File: config.mk
export PLATFORM = sky130hd
export DESIGN_NAME = dot_product_engine
export DESIGN_NICKNAME = d
export VERILOG_FILES = /design/src/rtl/dot_product_pkg.sv /design/src/rtl/dot_product_mac.sv /design/src/rtl/dot_product_engine.sv
export SDC_FILE = /design/constraint.sdc
export NUM_CORES = 1
export LEC_CHECK = 0
export ABC_AREA = 0
export CAP_MARGIN = 20
export CORE_ASPECT_RATIO = 1.2
export CORE_MARGIN = 8
export CORE_UTILIZATION = 45
export DETAILED_ROUTE_END_ITERATION = 10
export HOLD_SLACK_MARGIN = 0.03
export PLACE_DENSITY = 0.61
export SYNTH_ARGS = -nofsm -noshare
export SYNTH_HDL_FRONTEND = slang
export SYNTH_SLANG_ARGS = --single-unit
File: constraint.sdc
create_clock -name ap_clk -period 9.1 [get_ports ap_clk]
set_input_delay 1.365 -clock ap_clk [delete_from_list [all_inputs] [get_ports ap_clk]]
set_output_delay 1.365 -clock ap_clk [all_outputs]
set_load 0.02 [all_outputs]
File: src/rtl/dot_product_pkg.sv
`default_nettype none
// ============================================================================
// Module   : dot_product_pkg
// Purpose  : Shared types and helpers for the dot-product engine: controller
//            state encoding, width helpers and the result saturation function.
// Revision : 1.0 - initial release
// ============================================================================
package dot_product_pkg;

    // Controller states
    typedef enum logic [1:0] {
        ST_IDLE  = 2'd0,
        ST_RUN   = 2'd1,
        ST_DRAIN = 2'd2,
        ST_DONE  = 2'd3
    } state_t;

    // Widest accumulator / return value the saturation helper can handle.
    localparam int ACC_MAX_W = 128;
    localparam int RET_MAX_W = 64;

    // Longest vector addressable with addr_w address bits.
    function automatic int len_max(input int addr_w);
        return 2 ** addr_w;
    endfunction

    // Accumulator width that can never overflow on a full-length sum.
    function automatic int acc_w_default(input int data_w, input int addr_w);
        return 2 * data_w + addr_w;
    endfunction

    typedef struct packed {
        logic                 ovf;
        logic [RET_MAX_W-1:0] val;
    } sat_t;

    // Clamp an accumulator (already sign/zero-extended to ACC_MAX_W by the
    // caller) into the ret_w-bit range of the selected signedness.  The
    // caller keeps the low ret_w bits of .val.
    function automatic sat_t sat_to_ret(input logic [ACC_MAX_W-1:0] acc,
                                        input logic                 signed_mode,
                                        input int                   ret_w);
        logic signed [ACC_MAX_W-1:0] s_acc;
        logic signed [ACC_MAX_W-1:0] one;
        logic signed [ACC_MAX_W-1:0] hi;
        logic signed [ACC_MAX_W-1:0] lo;
        sat_t                        r;
        s_acc = $signed(acc);
        one   = {{(ACC_MAX_W-1){1'b0}}, 1'b1};
        if (signed_mode) begin
            hi = (one <<< (ret_w - 1)) - one;
            lo = -(one <<< (ret_w - 1));
        end else begin
            hi = (one <<< ret_w) - one;
            lo = '0;
        end
        r.ovf = 1'b0;
        r.val = s_acc[RET_MAX_W-1:0];
        if (s_acc > hi) begin
            r.ovf = 1'b1;
            r.val = hi[RET_MAX_W-1:0];
        end else if (s_acc < lo) begin
            r.ovf = 1'b1;
            r.val = lo[RET_MAX_W-1:0];
        end
        return r;
    endfunction

endpackage
`default_nettype wire

File: src/rtl/dot_product_mac.sv
`default_nettype none
// ============================================================================
// Module   : dot_product_mac
// Purpose  : Two-stage multiply-accumulate datapath: registers the product of
//            the current operand pair, then adds it into the accumulator one
//            cycle later.  clr_i empties the pipeline and zeroes the sum.
// Revision : 1.0 - initial release
// ============================================================================
module dot_product_mac #(
    parameter int DATA_W = 16,
    parameter int ACC_W  = 38
) (
    input  logic              clk,
    input  logic              rst,
    input  logic              clr_i,
    input  logic              en_i,
    input  logic              signed_i,
    input  logic [DATA_W-1:0] a_i,
    input  logic [DATA_W-1:0] b_i,
    output logic [ACC_W-1:0]  acc_o
);

    logic [DATA_W:0]            w_a_ext;
    logic [DATA_W:0]            w_b_ext;
    logic signed [2*DATA_W+1:0] w_prod_full;
    logic                       w_prod_unused;
    logic [ACC_W-1:0]           w_prod_ext;

    logic [2*DATA_W-1:0]        prod_q;
    logic                       prod_vld_q;
    logic [ACC_W-1:0]           acc_q;

    // One extra bit per operand turns both signed and unsigned operands
    // into signed values, so a single signed multiplier serves both modes.
    assign w_a_ext     = {signed_i & a_i[DATA_W-1], a_i};
    assign w_b_ext     = {signed_i & b_i[DATA_W-1], b_i};
    assign w_prod_full = $signed(w_a_ext) * $signed(w_b_ext);
    // The true product always fits in 2*DATA_W bits in either mode.
    assign w_prod_unused = ^w_prod_full[2*DATA_W+1:2*DATA_W];

    assign w_prod_ext = {{(ACC_W-2*DATA_W){signed_i & prod_q[2*DATA_W-1]}}, prod_q};

    // Product stage followed by the accumulate stage.
    always_ff @(posedge clk) begin
        if (rst || clr_i) begin
            prod_q     <= '0;
            prod_vld_q <= 1'b0;
            acc_q      <= '0;
        end else begin
            prod_vld_q <= en_i;
            if (en_i) begin
                prod_q <= w_prod_full[2*DATA_W-1:0];
            end
            if (prod_vld_q) begin
                acc_q <= acc_q + w_prod_ext;
            end
        end
    end

    assign acc_o = acc_q;

endmodule
`default_nettype wire

File: src/rtl/dot_product_engine.sv
`default_nettype none
// ============================================================================
// Module   : dot_product_engine
// Purpose  : Dot product of two vectors read from single-port memories, with
//            ap_ctrl_hs start/done/idle/ready handshake.  Per-run length and
//            signedness; result truncated to RET_W bits by default.
//            Build option DOT_PRODUCT_SAT_EN: saturate the result to the
//            RET_W range and raise ap_ovf when clamping occurred.
// Revision : 1.0 - initial release
// ============================================================================
module dot_product_engine
    import dot_product_pkg::*;
#(
    parameter int DATA_W = 16,
    parameter int ADDR_W = 6,
    parameter int ACC_W  = acc_w_default(DATA_W, ADDR_W),
    parameter int RET_W  = 32
) (
    input  logic              ap_clk,
    input  logic              ap_rst,
    input  logic              ap_start,
    output logic              ap_done,
    output logic              ap_idle,
    output logic              ap_ready,
    input  logic [ADDR_W:0]   len,
    input  logic              signed_mode,
    output logic [ADDR_W-1:0] a_address0,
    output logic              a_ce0,
    input  logic [DATA_W-1:0] a_q0,
    output logic [ADDR_W-1:0] b_address0,
    output logic              b_ce0,
    input  logic [DATA_W-1:0] b_q0,
    output logic [RET_W-1:0]  ap_return,
    output logic              ap_ovf
);

    localparam int              LEN_MAX   = len_max(ADDR_W);
    localparam logic [ADDR_W:0] C_LEN_MAX = (ADDR_W+1)'(LEN_MAX);

    state_t            state_q, state_d;
    logic [ADDR_W-1:0] addr_q, addr_d;
    logic              ce_q, ce_d;
    logic [ADDR_W:0]   len_q, len_d;
    logic              mode_q, mode_d;
    logic              rd_vld_q;
    logic [RET_W-1:0]  ret_q;
    logic              ovf_q;

    logic              w_start;
    logic [ACC_W-1:0]  w_acc;
    logic [RET_W-1:0]  w_result;
    logic              w_ovf;

    assign w_start = (state_q == ST_IDLE) && ap_start;

    // Next-state, read-address and run-parameter capture logic.
    always_comb begin
        state_d = state_q;
        addr_d  = addr_q;
        ce_d    = 1'b0;
        len_d   = len_q;
        mode_d  = mode_q;
        case (state_q)
            ST_IDLE: begin
                if (ap_start) begin
                    len_d  = (len > C_LEN_MAX) ? C_LEN_MAX : len;
                    mode_d = signed_mode;
                    if (len == '0) begin
                        state_d = ST_DONE;
                    end else begin
                        state_d = ST_RUN;
                        ce_d    = 1'b1;
                        addr_d  = '0;
                    end
                end
            end
            ST_RUN: begin
                if ({1'b0, addr_q} == len_q - (ADDR_W+1)'(1)) begin
                    state_d = ST_DRAIN;
                end else begin
                    ce_d   = 1'b1;
                    addr_d = addr_q + ADDR_W'(1);
                end
            end
            ST_DRAIN: begin
                // Once no read data is in flight, only the final product is
                // left to accumulate, which happens on this same edge.
                if (!rd_vld_q) begin
                    state_d = ST_DONE;
                end
            end
            default: begin
                state_d = ST_IDLE;
            end
        endcase
    end

    // Controller registers plus the held result and overflow flag.
    always_ff @(posedge ap_clk) begin
        if (ap_rst) begin
            state_q  <= ST_IDLE;
            addr_q   <= '0;
            ce_q     <= 1'b0;
            len_q    <= '0;
            mode_q   <= 1'b0;
            rd_vld_q <= 1'b0;
            ret_q    <= '0;
            ovf_q    <= 1'b0;
        end else begin
            state_q  <= state_d;
            addr_q   <= addr_d;
            ce_q     <= ce_d;
            len_q    <= len_d;
            mode_q   <= mode_d;
            rd_vld_q <= ce_q;
            if (state_q == ST_DONE) begin
                ret_q <= w_result;
                ovf_q <= w_ovf;
            end else if (w_start) begin
                ovf_q <= 1'b0;
            end
        end
    end

    dot_product_mac #(
        .DATA_W (DATA_W),
        .ACC_W  (ACC_W)
    ) u_mac (
        .clk      (ap_clk),
        .rst      (ap_rst),
        .clr_i    (w_start),
        .en_i     (rd_vld_q),
        .signed_i (mode_q),
        .a_i      (a_q0),
        .b_i      (b_q0),
        .acc_o    (w_acc)
    );

`ifdef DOT_PRODUCT_SAT_EN
    logic [ACC_MAX_W-1:0] w_acc_ext;
    sat_t                 w_sat;

    assign w_acc_ext = {{(ACC_MAX_W-ACC_W){mode_q & w_acc[ACC_W-1]}}, w_acc};
    assign w_sat     = sat_to_ret(w_acc_ext, mode_q, RET_W);
    assign w_result  = w_sat.val[RET_W-1:0];
    assign w_ovf     = w_sat.ovf;

    generate
        if (RET_W < RET_MAX_W) begin : g_sat_hi
            logic w_sat_hi_unused;
            assign w_sat_hi_unused = ^w_sat.val[RET_MAX_W-1:RET_W];
        end
    endgenerate
`else
    assign w_result = w_acc[RET_W-1:0];
    assign w_ovf    = 1'b0;

    generate
        if (ACC_W > RET_W) begin : g_acc_hi
            logic w_acc_hi_unused;
            assign w_acc_hi_unused = ^w_acc[ACC_W-1:RET_W];
        end
    endgenerate
`endif

    // The final sum is only settled in DONE, so that cycle bypasses the
    // holding register; afterwards the register keeps it.
    assign ap_return  = (state_q == ST_DONE) ? w_result : ret_q;
    assign ap_ovf     = (state_q == ST_DONE) ? w_ovf : ovf_q;
    assign ap_done    = (state_q == ST_DONE);
    assign ap_ready   = (state_q == ST_DONE);
    assign ap_idle    = (state_q == ST_IDLE);
    assign a_ce0      = ce_q;
    assign b_ce0      = ce_q;
    assign a_address0 = addr_q;
    assign b_address0 = addr_q;

endmodule
`default_nettype wire

==> reports/qor.yml, run 1 <==
synth_top_flop_cell: "dfxtp_1"
synth-seq-cells: 115
reg2reg_depth: 23
p_leak_uw: 0.00870
internal_power_uw: 3310
switching_share_pct: 49.6
dp_hpwl_mm: 32.3
die_h_um: 226
htree_levels: 4
drc_errors: 0
utilization_pct: 50.4
vdd_drop_max_v: 0.000255
slew_violations: 0
worst_clock_skew_ns: 0.0110
synth_edf_count: 0
syn_area_per_cell_um2: 9.01
initial_utilization_pct: 45.1
std_cell_rows: 77
clkLatencyLatePin_ns: 0.42
netlist_instances: 1828
post-cts-setup-buffers: 0
finalWirelength_mm: 39.6
antenna_found_initial: 0
n_antenna_cell: 0
grt_max_degree: 63
drtIter0Drc: 506
ys_types: 68
wl_met1_mm: 18.4
critPathKind: "in2reg"
crit_fanout: 17
power_frac_clock_pct: 10.2
reg2reg_slack_ns: 2.58
min_to: "u_mac.acc_o[31]"
slew_headroom_pct: 36.9
status: "completed"
tritoncts: "yes"
fillCellCount: 3467
wl_met3_mm: 1.63
finalCritPeriodShare_pct: 85.6
timing.hold.ws_ns: 0.465
async_flop_share_pct: 0
cp.arrival_ns: 8.06
tightest_slew_ns: 0.934
grt.overflow.total: 0
ys.warnings.count: 0
min_period_ns: 7.79
ant_nets: 0
wire_per_inst_um: 16.8
grt_pass1_vias: 12600
wl_met2_mm: 18.7
p_per_area_mw_per_mm2: 356
root_buffer: "clkbuf_16"
maxUsedRoutingLayer: "met4"
finalSetupViolCount: 0
seq_area_frac_synth_pct: 14.0
drt_first_pass_iters: 4
p_comb_share_pct: 80.7
nets: 2326
power_switching_uw: 3250
critPathRequiredTime_ns: 9.37
syn_nets: 2274
io_pins: 93
hold_viol_final: 0
worstReg2RegStart: "mode_q"
layout.cells.non_filler: 2366
coreArea_mm2: 0.0365
cts_buffer_depth: 2
vias: 12000
multi_input_area_mm2: 0.0126
final_cell_mix: "326 x inv_1, 283 x fa_1, 195 x nand2_1"
timing.rr.end: "u_mac.prod_q[28]"
seq_power_share_pct: 9.1
final_common_cell: "inv_1"
rsz0062_at_grt: "no"
tns_ns: 0
hp-start: "u_mac.acc_o[31]"
portBuffers: 91
area_growth_pct: 11.7
fmax_ghz: 0.128
hp-class: "reg2reg"
dieArea_mm2: 0.0430
clk_pin_slew_worst_paths_ns: 0.06
worstHoldPathCells: 2
grt_pass1_wl_mm: 67.7
fp.dieW_um: 191
end_kind: "register"
cts_resized: 0
clock_sinks: 115
numCtsBuffers: 17
grt_usage_pct: 19.5
dpl.cell_count: 2335
final-seq-area_mm2: 0.00230
drive_gt1_share_pct: 5.71
gp_congestion: 0.890
via_per_inst: 5.08
maxCapViolations: 0
cp-start-kind: "input port"
syn_area_mm2: 0.0165
hold_buffers: 0
==> cell type report <==
cell class	instances	share of cell area [%]
clock buffer	23	2.70
clock inverter	8	0.544
inverter	326	6.65
multi-input combinational	1306	68.5
sequential	115	12.5
tap	474	3.22
timing repair buffer	114	5.86
==> critical path, cell delays in order <==
cell	delay [ns]
clkdlybuf4s50_1	0.79
and2_1	0.38
fa_1	0.53
inv_1	0.05
fa_1	0.45
fa_1	0.49
fa_1	0.54
inv_1	0.05
fa_1	0.48
inv_1	0.05
fa_1	0.54
inv_1	0.07
ha_1	0.34
a21o_1	0.20
a211o_1	0.22
o22a_1	0.25
a221o_1	0.48
a2111oi_4	0.36
o31ai_1	0.14
xnor2_1	0.16
o22ai_1	0.10
==> layer usage <==
layer	up-vias	global-route usage (%)
met5	-	0
met4	0	5.79
met3	50	2.49
met2	257	31.7
met1	5915	26.9
li1	5788	-
==> state kept, by name, indices dropped and copies added (netlist names), 2 cells and up <==
signal	flops
ret_q	32
u_mac.acc_o	32
state_q	2
a_address0	6
len_q	7
u_mac.prod_q	32
==> metrics by stage <==
stage	instance area (µm²)	setup WS, ns	power (µW)
floorplan	16500	2.07	4690
detailed placement	17800	0.927	5870
global placement	17800	0.975	5860
global route	18400	1.03	7340
finish	18400	1.31	6560
CTS	18400	1.35	6650
==> Yosys cell counts (6+ instances only) <==
| library cell | number | share of area, % |
|---|---|---|
| inv_1 | 326 | 7.4 |
| fa_1 | 283 | 34 |
| nand2_1 | 195 | 4.4 |
| and2_1 | 128 | 4.9 |
| ha_1 | 120 | 9.1 |
| dfxtp_1 | 115 | 14 |
| nor2_1 | 98 | 2.2 |
| a21oi_1 | 66 | 2.0 |
| clkbuf_1 | 63 | 1.4 |
| xnor2_1 | 48 | 2.6 |
| nor2b_1 | 43 | 1.6 |
| mux2_2 | 34 | 2.3 |
| mux2i_1 | 34 | 2.1 |
| o21ai_0 | 26 | 0.79 |
| nand3_1 | 24 | 0.73 |
| xor2_1 | 20 | 1.1 |
| a21o_1 | 19 | 0.87 |
| nor3_1 | 19 | 0.58 |
| o21a_1 | 16 | 0.73 |
| and3_1 | 12 | 0.46 |
| a211oi_1 | 10 | 0.46 |
| buf_1 | 9 | 0.20 |
| buf_4 | 9 | 0.41 |
| o21bai_1 | 8 | 0.36 |
| nand4_1 | 7 | 0.27 |
| or2_2 | 7 | 0.27 |
| or3_1 | 7 | 0.27 |
| nand2b_1 | 6 | 0.23 |
| o22ai_1 | 6 | 0.23 |
==> kinds of logic after synthesis <==
| family | Yosys count | synth area share, % |
|---|---|---|
| mux | 68 | 4.39 |
| other cells | 1 | 0.0228 |
| simple gates | 562 | 16.7 |
| xor+xnor | 68 | 3.61 |
| buf+inv | 407 | 9.48 |
| fa+ha+maj | 403 | 43.5 |
| flops | 115 | 14.0 |
| compound gates | 204 | 8.34 |
==> power by group through the flow <==
stage	Clock [µW]	Combinational, µW	Sequential [µW]
after floorplan	0	4100	590
after global placement	0	5260	604
after detailed placement	0	5260	604
after CTS	689	5360	594
after global routing	710	6030	600
final	671	5290	594
==> worst max-delay path by stage <==
stage          slack [ns]  cells past startpoint          endpoint     start
2_1_floorplan        2.07                     20  u_mac.prod_q[31]  a_q0[10]
3_3_place_gp         0.97                     21  u_mac.prod_q[29]   b_q0[5]
3_5_place_dp         0.93                     21  u_mac.prod_q[31]   b_q0[5]
4_1_cts              1.35                     21  u_mac.prod_q[31]   b_q0[5]
5_1_grt              1.03                     21  u_mac.prod_q[31]   b_q0[5]
6_report             1.31                     21  u_mac.prod_q[31]   b_q0[5]
(Power assumes the default switching activity.)
==> run 2: changes to the inputs <==
--- a/config.mk
+++ b/config.mk
@@ -6,7 +6,6 @@
 export NUM_CORES = 1
 export LEC_CHECK = 0
 export ABC_AREA = 0
-export CAP_MARGIN = 20
 export CORE_ASPECT_RATIO = 1.2
 export CORE_MARGIN = 8
 export CORE_UTILIZATION = 45
==> results of run 2 <==
Final layout, timing and power as in run 1 (identical DEF).
==> run 3: changes to the inputs <==
--- a/config.mk
+++ b/config.mk
@@ -10,6 +10,7 @@
 export CORE_MARGIN = 8
 export CORE_UTILIZATION = 45
 export DETAILED_ROUTE_END_ITERATION = 10
+export GPL_TIMING_DRIVEN = 0
 export HOLD_SLACK_MARGIN = 0.03
 export PLACE_DENSITY = 0.61
 export SYNTH_ARGS = -nofsm -noshare
==> run 3 against run 2 <==
Net effect: worst hold slack lost 0.0028 ns; die area is the same; total power grew 1.3%; critical path type unchanged.
==> reports/qor.yml, run 3 (synthesized netlist as in run 1, its figures left out) <==
coreArea_mm2: 0.0365  # unchanged
drt_first_pass_iters: 5  # was 4
post-cts-setup-buffers: 0  # unchanged
fp.dieW_um: 191  # unchanged
gp_congestion: 0.922  # was 0.890
grt_max_degree: 17  # was 63
p_leak_uw: 0.00875  # was 0.00870 µW
crit_top_cell: "fa_1"  # unchanged
utilization_pct: 51.0  # was 50.4%
critPathKind: "in2reg"  # unchanged
p_comb_share_pct: 79.6  # was 80.7%
path_cells: "clkdlybuf4s50_1 -> clkbuf_1 -> nand2_1 -> fa_1 -> inv_1 -> fa_1 -> inv_1 -> fa_1 -> inv_1 -> fa_1 -> fa_1 -> inv_1 -> fa_1 -> inv_1 -> ha_1 -> a211o_1 -> o22a_1 -> a221o_1 -> a2111oi_4 -> o31ai_1 -> xnor2_1 -> o22ai_1"  # was clkdlybuf4s50_1 -> and2_1 -> fa_1 -> inv_1 -> fa_1 -> fa_1 -> fa_1 -> inv_1 -> fa_1 -> inv_1 -> fa_1 -> inv_1 -> ha_1 -> a21o_1 -> a211o_1 -> o22a_1 -> a221o_1 -> a2111oi_4 -> o31ai_1 -> xnor2_1 -> o22ai_1
ant_nets: 0  # unchanged
dieArea_mm2: 0.0430  # unchanged
finalSetupViolCount: 0  # unchanged
final_cell_mix: "326 x inv_1, 283 x fa_1, 195 x nand2_1"  # unchanged
crit_fanout: 10  # was 17
cp_slowest_cell: "clkdlybuf4s50_1"  # unchanged
area_growth_pct: 13.0  # was 11.7%
critPathRequiredTime_ns: 9.37  # about the same
std_cell_rows: 77  # unchanged
switching_share_pct: 49.2  # was 49.6%
finalWirelength_mm: 41.6  # was 39.6 mm
cts_buffer_depth: 2  # unchanged
antenna_found_initial: 0  # unchanged
nets: 2380  # was 2326
fmax_ghz: 0.122  # was 0.128 GHz
finalCritPeriodShare_pct: 89.9  # was 85.6%
worst_slack_ns: 0.916  # was 1.31 ns
portBuffers: 87  # was 91
power_switching_uw: 3270  # was 3250 µW
wire_per_inst_um: 17.2  # was 16.8 µm
status: "completed"  # unchanged
drtIter0Drc: 588  # was 506
numCtsBuffers: 17  # unchanged
cp-start-kind: "input port"  # unchanged
design_area_mm2: 0.0186  # was 0.0184 mm²
io_pins: 93  # unchanged
hold_buffers: 0  # unchanged
grt.overflow.total: 0  # unchanged
clock_sinks: 115  # unchanged
cts_resized: 0  # unchanged
pre_cts_slack_ns: 0.529  # was 0.927 ns
tns_ns: 0  # unchanged
initial_utilization_pct: 45.1  # unchanged
n_antenna_cell: 0  # unchanged
end_kind: "register"  # unchanged
drive_gt1_share_pct: 4.78  # was 5.71%
htree_levels: 4  # unchanged
worst_clock_skew_ns: 0.00908  # was 0.0110 ns
maxCapViolations: 0  # unchanged
via_per_inst: 5.07  # was 5.08
power_frac_clock_pct: 11.5  # was 10.2%
fillCellCount: 3521  # was 3467
crit_family: "adder cells"  # unchanged
root_buffer: "clkbuf_16"  # unchanged
die_h_um: 226  # unchanged
grt_pass1_vias: 13200  # was 12600
seq_power_share_pct: 8.9  # was 9.1%
multi_input_area_mm2: 0.0126  # about the same
hp-class: "reg2reg"  # unchanged
dp_hpwl_mm: 35.3  # was 32.3 mm
tightest_slew_ns: 0.907  # was 0.934 ns
grt_pass1_wl_mm: 69.8  # was 67.7 mm
p_per_area_mw_per_mm2: 357  # was 356 mW/mm²
internal_power_uw: 3370  # was 3310 µW
slew_violations: 0  # unchanged
grt_usage_pct: 20.4  # was 19.5%
slew_headroom_pct: 38.7  # was 36.9%
rsz0062_at_grt: "no"  # unchanged
drc_errors: 0  # unchanged
clkLatencyLatePin_ns: 0.42  # about the same
placed_area_mm2: 0.0179  # was 0.0178 mm²
vdd_drop_max_v: 0.000303  # was 0.000255 V
cp_num_buf_inv: 7  # was 5
final_common_cell: "inv_1"  # unchanged
tritoncts: "yes"  # unchanged
hold_viol_final: 0  # unchanged
vias: 12300  # was 12000
crit_path_max_incr_delay_ns: 0.80  # was 0.79 ns
power_uw: 6640  # was 6560 µW
clk_pin_slew_worst_paths_ns: 0.05  # was 0.06 ns
min_period_ns: 8.18  # was 7.79 ns
cp.arrival_ns: 8.45  # was 8.06 ns
final-seq-area_mm2: 0.00230  # unchanged
-- run 3: cell count changes in the layout (fill, tap and decap cells not counted), moves of 2 or more --
cell	previous run	this run
clkinvlp_4	4	2
buf_4	23	9
clkbuf_8	5	1
clkbuf_1	1	64
clkinv_4	0	3
buf_1	0	9
bufinv_16	2	6
clkdlybuf4s50_1	90	87
-- run 3: power by group through the flow --
| stage | registers (µW) | logic [µW] | clock network [µW] |
|---|---|---|---|
| floorplan | 590 | 4100 | 0 |
| global placement | 601 | 5250 | 0 |
| detailed placement | 602 | 5260 | 0 |
| CTS | 592 | 5360 | 780 |
| global route | 598 | 6070 | 801 |
| finish | 592 | 5290 | 763 |
-- run 3: final timing paths --
check             startpoint  depth (start not counted)  slack (ns)                to
max reg2reg           mode_q                         19        2.21  u_mac.prod_q[31]
max                  b_q0[5]                         22        0.92  u_mac.prod_q[31]
min          u_mac.acc_o[31]                          2        0.46   u_mac.acc_o[31]
min reg2reg  u_mac.acc_o[31]                          2        0.46   u_mac.acc_o[31]
-- run 3: final cells by class --
class | instances | share of cell area [%]
Multi-Input combinational cell | 1306 | 67.8
Inverter | 326 | 6.57
Clock inverter | 13 | 1.24
Buffer | 81 | 1.81
Timing Repair Buffer | 87 | 4.68
Clock buffer | 19 | 2.38
Sequential cell | 115 | 12.4
Tap cell | 474 | 3.19
-- run 3: layer usage --
metal,vias up,share of wire (%),track usage [%]
li1,5902,-,-
met3,62,4.4,3.23
met5,-,0,0
met4,0,2.9,6.71
met2,259,49,34.4
met1,6043,44,26.3
-- run 3: stage by stage --
| step | hold WS [ns] | instances |
|---|---|---|
| 2_1_floorplan | 0.436 | 1828 |
| 3_3_place_gp | 0.452 | 2389 |
| 3_5_place_dp | 0.461 | 2389 |
| 4_1_cts | 0.466 | 2421 |
| 5_1_grt | 0.511 | 2421 |
| 6_report | 0.462 | 2421 |
-- run 3: worst min-delay path, cell delays in order, from the launching register on --
cell and delay [ns]:
dfxtp_1 0.31, nand2_1 0.05, mux2i_1 0.05
